<file path="src/rtl/ppc_types.sv">
// Shared types for the memory-port path: requester IDs and the request payload bundle.
package ppc_types;

  localparam int MEM_RS_ID_WIDTH = 5;

  typedef logic mem_port_id_t;

  typedef struct packed {
    logic [MEM_RS_ID_WIDTH-1:0] rs_id;
    logic [4:0]                 reg_addr;
    logic [31:0]                address;
    logic [3:0]                 write_en;
    logic [3:0]                 read_en;
    logic [31:0]                write_data;
  } mem_req_t;

endpackage

</file>
<file path="src/rtl/id_fifo.sv">
// Small in-order FIFO with wrap-bit pointers; a push into a full FIFO is taken only
// when a pop frees the head slot in the same cycle.
module id_fifo #(
  parameter int WIDTH = 1,
  parameter int DEPTH = 4
) (
  input  logic             clk,
  input  logic             rst_n,
  input  logic             push,
  input  logic             pop,
  input  logic [WIDTH-1:0] din,
  output logic [WIDTH-1:0] dout,
  output logic             full,
  output logic             empty
);

  localparam int AW = $clog2(DEPTH);

  logic [AW:0]      wr_ptr;
  logic [AW:0]      rd_ptr;
  logic [WIDTH-1:0] slots [DEPTH];
  logic             do_push;
  logic             do_pop;

  assign empty   = (wr_ptr == rd_ptr);
  assign full    = (wr_ptr[AW] != rd_ptr[AW]) && (wr_ptr[AW-1:0] == rd_ptr[AW-1:0]);
  assign do_pop  = pop & ~empty;
  assign do_push = push & (~full | do_pop);
  assign dout    = slots[rd_ptr[AW-1:0]];

  always_ff @(posedge clk or negedge rst_n) begin
    if (!rst_n) begin
      wr_ptr <= '0;
      rd_ptr <= '0;
      for (int i = 0; i < DEPTH; i++) slots[i] <= '0;
    end else begin
      if (do_push) begin
        slots[wr_ptr[AW-1:0]] <= din;
        wr_ptr                <= wr_ptr + (AW+1)'(1);
      end
      if (do_pop) rd_ptr <= rd_ptr + (AW+1)'(1);
    end
  end

endmodule

</file>
<file path="src/rtl/mem_port_arbiter.sv">
// Round-robin arbiter sharing one memory port between fetch (0) and load/store (1);
// an ID FIFO steers in-order responses back to the requester that issued them.
module mem_port_arbiter
  import ppc_types::*;
#(
  parameter int RS_ID_WIDTH = 5,
  parameter int DEPTH       = 4
) (
  input  logic                   clk,
  input  logic                   rst_n,

  input  logic                   req_valid_0,
  output logic                   req_ready_0,
  input  logic [RS_ID_WIDTH-1:0] req_rs_id_0,
  input  logic [4:0]             req_reg_addr_0,
  input  logic [31:0]            req_address_0,
  input  logic [3:0]             req_write_en_0,
  input  logic [3:0]             req_read_en_0,
  input  logic [31:0]            req_write_data_0,
  output logic                   resp_valid_0,
  input  logic                   resp_ready_0,
  output logic [RS_ID_WIDTH-1:0] resp_rs_id_0,
  output logic [4:0]             resp_reg_addr_0,
  output logic [31:0]            resp_data_0,

  input  logic                   req_valid_1,
  output logic                   req_ready_1,
  input  logic [RS_ID_WIDTH-1:0] req_rs_id_1,
  input  logic [4:0]             req_reg_addr_1,
  input  logic [31:0]            req_address_1,
  input  logic [3:0]             req_write_en_1,
  input  logic [3:0]             req_read_en_1,
  input  logic [31:0]            req_write_data_1,
  output logic                   resp_valid_1,
  input  logic                   resp_ready_1,
  output logic [RS_ID_WIDTH-1:0] resp_rs_id_1,
  output logic [4:0]             resp_reg_addr_1,
  output logic [31:0]            resp_data_1,

  output logic                   to_mem_valid,
  input  logic                   to_mem_ready,
  output logic [RS_ID_WIDTH-1:0] to_mem_rs_id,
  output logic [4:0]             to_mem_reg_addr,
  output logic [31:0]            mem_address,
  output logic [3:0]             mem_write_en,
  output logic [3:0]             mem_read_en,
  output logic [31:0]            mem_write_data,

  input  logic                   from_mem_valid,
  output logic                   from_mem_ready,
  input  logic [RS_ID_WIDTH-1:0] from_mem_rs_id,
  input  logic [4:0]             from_mem_reg_addr,
  input  logic [31:0]            mem_read_data,

  output logic                   resp_error
);

  mem_req_t     req_in [2];
  mem_req_t     stage;
  mem_port_id_t prio;
  mem_port_id_t grant;
  mem_port_id_t head;
  logic         any_grant;
  logic         out_load;
  logic         fifo_full;
  logic         fifo_empty;
  logic         pop;
  logic         accept;
  logic [1:0]   valid_vec;
  logic [1:0]   resp_ready_vec;

  assign req_in[0] = '{rs_id: MEM_RS_ID_WIDTH'(req_rs_id_0), reg_addr: req_reg_addr_0,
                       address: req_address_0, write_en: req_write_en_0,
                       read_en: req_read_en_0, write_data: req_write_data_0};
  assign req_in[1] = '{rs_id: MEM_RS_ID_WIDTH'(req_rs_id_1), reg_addr: req_reg_addr_1,
                       address: req_address_1, write_en: req_write_en_1,
                       read_en: req_read_en_1, write_data: req_write_data_1};

  assign valid_vec      = {req_valid_1, req_valid_0};
  assign resp_ready_vec = {resp_ready_1, resp_ready_0};

  always_comb begin
    any_grant = 1'b1;
    grant     = prio;
    if (valid_vec[prio])       grant = prio;
    else if (valid_vec[~prio]) grant = ~prio;
    else                       any_grant = 1'b0;
  end

  assign out_load = ~to_mem_valid | to_mem_ready;
  assign pop      = from_mem_valid & ~fifo_empty & resp_ready_vec[head];
  // A full FIFO still takes a request when the head response leaves this cycle.
  assign accept   = any_grant & out_load & (~fifo_full | pop);

  assign req_ready_0 = rst_n & accept & (grant == 1'b0);
  assign req_ready_1 = rst_n & accept & (grant == 1'b1);

  id_fifo #(
    .WIDTH (1),
    .DEPTH (DEPTH)
  ) u_id_fifo (
    .clk   (clk),
    .rst_n (rst_n),
    .push  (accept),
    .pop   (pop),
    .din   (grant),
    .dout  (head),
    .full  (fifo_full),
    .empty (fifo_empty)
  );

  always_ff @(posedge clk or negedge rst_n) begin
    if (!rst_n) begin
      to_mem_valid <= 1'b0;
      stage        <= '0;
      prio         <= 1'b0;
    end else if (accept) begin
      to_mem_valid <= 1'b1;
      stage        <= req_in[grant];
      prio         <= ~grant;
    end else if (to_mem_ready) begin
      to_mem_valid <= 1'b0;
    end
  end

  // Responses with nothing outstanding are drained and flagged, never delivered.
  always_ff @(posedge clk or negedge rst_n) begin
    if (!rst_n)                           resp_error <= 1'b0;
    else if (from_mem_valid & fifo_empty) resp_error <= 1'b1;
  end

  assign to_mem_rs_id    = RS_ID_WIDTH'(stage.rs_id);
  assign to_mem_reg_addr = stage.reg_addr;
  assign mem_address     = stage.address;
  assign mem_write_en    = stage.write_en;
  assign mem_read_en     = stage.read_en;
  assign mem_write_data  = stage.write_data;

  assign from_mem_ready = rst_n & (fifo_empty ? from_mem_valid : resp_ready_vec[head]);
  assign resp_valid_0   = from_mem_valid & ~fifo_empty & (head == 1'b0);
  assign resp_valid_1   = from_mem_valid & ~fifo_empty & (head == 1'b1);

  assign resp_rs_id_0    = from_mem_rs_id;
  assign resp_reg_addr_0 = from_mem_reg_addr;
  assign resp_data_0     = mem_read_data;
  assign resp_rs_id_1    = from_mem_rs_id;
  assign resp_reg_addr_1 = from_mem_reg_addr;
  assign resp_data_1     = mem_read_data;

endmodule
</file>
<file path="config.mk">
export PLATFORM = sky130hd
export DESIGN_NAME = mem_port_arbiter
export DESIGN_NICKNAME = d
export VERILOG_FILES = /design/src/rtl/ppc_types.sv /design/src/rtl/id_fifo.sv /design/src/rtl/mem_port_arbiter.sv
export SDC_FILE = /design/constraint.sdc
export NUM_CORES = 1
export LEC_CHECK = 0
export CORE_AREA = 2 2 148 150
export DETAILED_ROUTE_END_ITERATION = 16
export DIE_AREA = 0 0 150 152
export SLEW_MARGIN = 5
export SYNTH_ARGS = -nofsm -noshare
export SYNTH_HDL_FRONTEND = slang
export SYNTH_SLANG_ARGS = --single-unit
</file>
<file path="constraint.sdc">
create_clock -name clk -period 5.8 [get_ports clk]
set_input_delay 1.74 -clock clk [delete_from_list [all_inputs] [get_ports clk]]
set_output_delay 1.74 -clock clk [all_outputs]
set_load 0.05 [all_outputs]
</file>
==> results <==
==> tightest hold or removal path: stages, from the launching register on <==
cell and delay, ns:
dfrtp_1 0.34, nand2_1 0.04, o21ai_0 0.06
==> sequential cells by signal (all words and copies together), names as in the netlist <==
register and count:
mem_write_data 32, mem_address 32, mem_read_en 4, to_mem_valid 1, u_id_fifo.rd_ptr 3, resp_error 1, mem_write_en 4, to_mem_reg_addr 5
u_id_fifo.slots 4, to_mem_rs_id 5, prio 1, u_id_fifo.wr_ptr 3
==> stage by stage <==
step / total power [W] / utilization, %
final: 0.00456 / 35.7
after global routing: 0.00488 / 35.7
after detailed placement: 0.00406 / 34.5
after global placement: 0.00403 / 34.5
after floorplan: 0.00329 / -
after CTS: 0.00465 / 35.7
==> layer usage <==
metal	share of wire, %	routed length [um]	vias up
li1	-	-	1961
met1	38	5110	1683
met2	48	6480	197
met3	11	1480	38
met4	2.6	355	0
met5	0	0	-
==> cell families (layout without fill, tap and decap cells) <==
group / after synthesis / count (layout) / synth area share, %
AOI/OAI and AO/OA: 97 / 97 / 10.1
xor gates and xnor gates: 8 / 8 / 1.37
adders and majority gates: 5 / 5 / 1.22
buffers and inverters: 121 / 290 / 16.0
DFF: 95 / 95 / 46.4
muxes: 86 / 86 / 17.2
and+or+nand+nor: 100 / 100 / 7.69
==> cell usage in the layout (no fill, tap or decap), drive strengths merged, types with 6 or more instances in the layout <==
master         instances
buf                    9
clkbuf                 9
clkdlybuf4s50        257
dfrtp                 95
inv                   12
mux2i                 82
nand2                 85
nor2                   7
o21ai                 89
xnor2                  6
==> layout make-up <==
class,count,area [um^2],share of cell area [%]
inverters,9,33.8,0.443
multi-input cells,296,1940,25.4
flip-flops and latches,95,2380,31.1
clock buffers,9,225,2.95
well taps,280,350,4.59
repair buffers,266,2670,34.9
clock inverters,6,45.0,0.590
==> power by group <==
part / switching, W / internal [W]
Sequential: 0.000183 / 0.00100
Clock: 0.000272 / 0.000293
Combinational: 0.00183 / 0.000976
Total: 0.00228 / 0.00227
==> worst paths after layout <==
check                                                  endpoint  slack (ns)  depth (start not counted)
min in group asynchronous         mem_write_data[7]$_DFFE_PN0P_        1.50                          2
worst max-delay path                               resp_valid_0        0.45                          5
worst min-delay path              mem_write_data[3]$_DFFE_PN0P_        0.48                          2
worst min register to register    mem_write_data[3]$_DFFE_PN0P_        0.48                          2
worst max register to register  u_id_fifo.wr_ptr[1]$_DFFE_PN0P_        2.39                          6
max in group asynchronous            mem_address[6]$_DFFE_PN0P_        3.17                          3
==> flow_metrics.env <==
export IMPL_status="completed"
export IMPL_grt_total_usage_pct=11.8
export IMPL_yosysTopAreaCellShare_pct=46.4
export IMPL_die_w_um=150
export IMPL_post_route_min_period_ns=5.35
export IMPL_drv_slew=0
export IMPL_async_reset_ff_share_pct=100
export IMPL_grt_overflow=0
export IMPL_synth_seq_area_share_pct=46.4
export IMPL_synth_edf_count=0
export IMPL_fillers=2207
export IMPL_gr_max_usage_layer="met2"
export IMPL_synthTopCellsByCount="dfrtp_1, buf_4, nand2_1, o21ai_0, mux2i_1"
export IMPL_clkSlewWorstSetupHoldPaths_ns=0.07
export IMPL_syn_nets=731
export IMPL_ys_flop_type="dfrtp_1"
export IMPL_layout_setup_ws_ns=0.446
export IMPL_worstMarginPinSlew_ns=0.794
export IMPL_fin_nets=896
export IMPL_post_cts_buffers=0
export IMPL_die_area_um2=22800
export IMPL_rsz0062_at_grt="false"
export IMPL_ys_types=29
export IMPL_crit_path_max_fanout=4
export IMPL_synth_cells=512
export IMPL_worst_path_most_repeated_cell="clkdlybuf4s50_1"
export IMPL_critPathMaxStageDelay_ns=0.80
export IMPL_drc=0
export IMPL_setup_worst_path_end_class="output pin"
export IMPL_htree_levels=3
export IMPL_clockRootBuffer="clkbuf_16"
export IMPL_fin_area_um2=7630
export IMPL_arrival_ns=3.61
export IMPL_dp_cells=946
export IMPL_yosys_warnings=0
export IMPL_leakagePower_nw=3.25
export IMPL_required_ns=4.06
export IMPL_core_area_um2=21400
export IMPL_slew_headroom_pct=47.1
export IMPL_grt_pass1_wl_mm=20.9
export IMPL_ant_nets=0
export IMPL_fin_setup_tns_ns=0
export IMPL_syn_area_per_cell_um2=10.0
export IMPL_rows=54
export IMPL_wl_mm=13.4
export IMPL_startpoint="from_mem_valid"
export IMPL_ys_seq_elements=95
export IMPL_io_pins=387
export IMPL_cp_cell_sequence="clkdlybuf4s50_1 -> inv_1 -> a31oi_1 -> nor2b_1 -> clkdlybuf4s50_1"
export IMPL_cts_buffers=9
export IMPL_place_worst_setup_slack_ns=0.453
export IMPL_grt_util_met3_pct=5.02
export IMPL_cts_sinks=95
export IMPL_hold_path_class="reg2reg"
export IMPL_wire_per_inst_um=14.0
export IMPL_path_buf_inv=3
export IMPL_finalSetupViolations=0
export IMPL_cp_slowest_cell="clkdlybuf4s50_1"
export IMPL_hp_start="mem_write_data[3]$_DFFE_PN0P_"
export IMPL_use_met1_pct=12.7
export IMPL_ir_worst_vdd_mv=0.232
export IMPL_power_density_nw_per_um2=597
export IMPL_vias_per_cell=4.04
export IMPL_yosysTopAreaCell="dfrtp_1"
export IMPL_post_cts_resized=0
export IMPL_crit_type="in2out"
export IMPL_cp_start_kind="input port"
export IMPL_cts_tree="done"
export IMPL_vias=3879
export IMPL_clock_skew_ns=0.00806
export IMPL_antenna_found_initial=0
export IMPL_place_congestion=0.709
export IMPL_layoutNonFillerInstCount=961
export IMPL_antennaDiodeCount=0
export IMPL_start_util_pct=24.0
export IMPL_final_hold_viol_count=0
export IMPL_drive_gt1_share_pct=4.70
export IMPL_port_buffers=260
export IMPL_die_h_um=152
export IMPL_area_delta_synth_final_pct=49.0
export IMPL_max_freq_mhz=187
export IMPL_grtUsageMet2_pct=20.0
export IMPL_worstSkewPairLatency_ns=0.34
export IMPL_yosysMostFrequentCell="dfrtp_1"
export IMPL_cts_hold_buf=0
export IMPL_firstDrtPassIters=6
export IMPL_synth_cell_area_um2=5120
export IMPL_grt_max_degree=96
export IMPL_place_hpwl_mm=10.3
export IMPL_synthTopCellsByArea="dfrtp_1, mux2i_1, buf_4"
export IMPL_r2r_start="u_id_fifo.rd_ptr[0]$_DFFE_PN0P_"
export IMPL_max_cap_violations=0
export IMPL_period_share_pct=92.3
export IMPL_crit_family="buffers and inverters"
export IMPL_holdWs_ns=0.479
export IMPL_dpl_cell_area_um2=7360
export IMPL_cts_buffer_depth=2
export IMPL_drt_initial_drc_count=94
export IMPL_grt_pass1_vias=3926
Note: power is estimated with default switching activity, not from simulation.
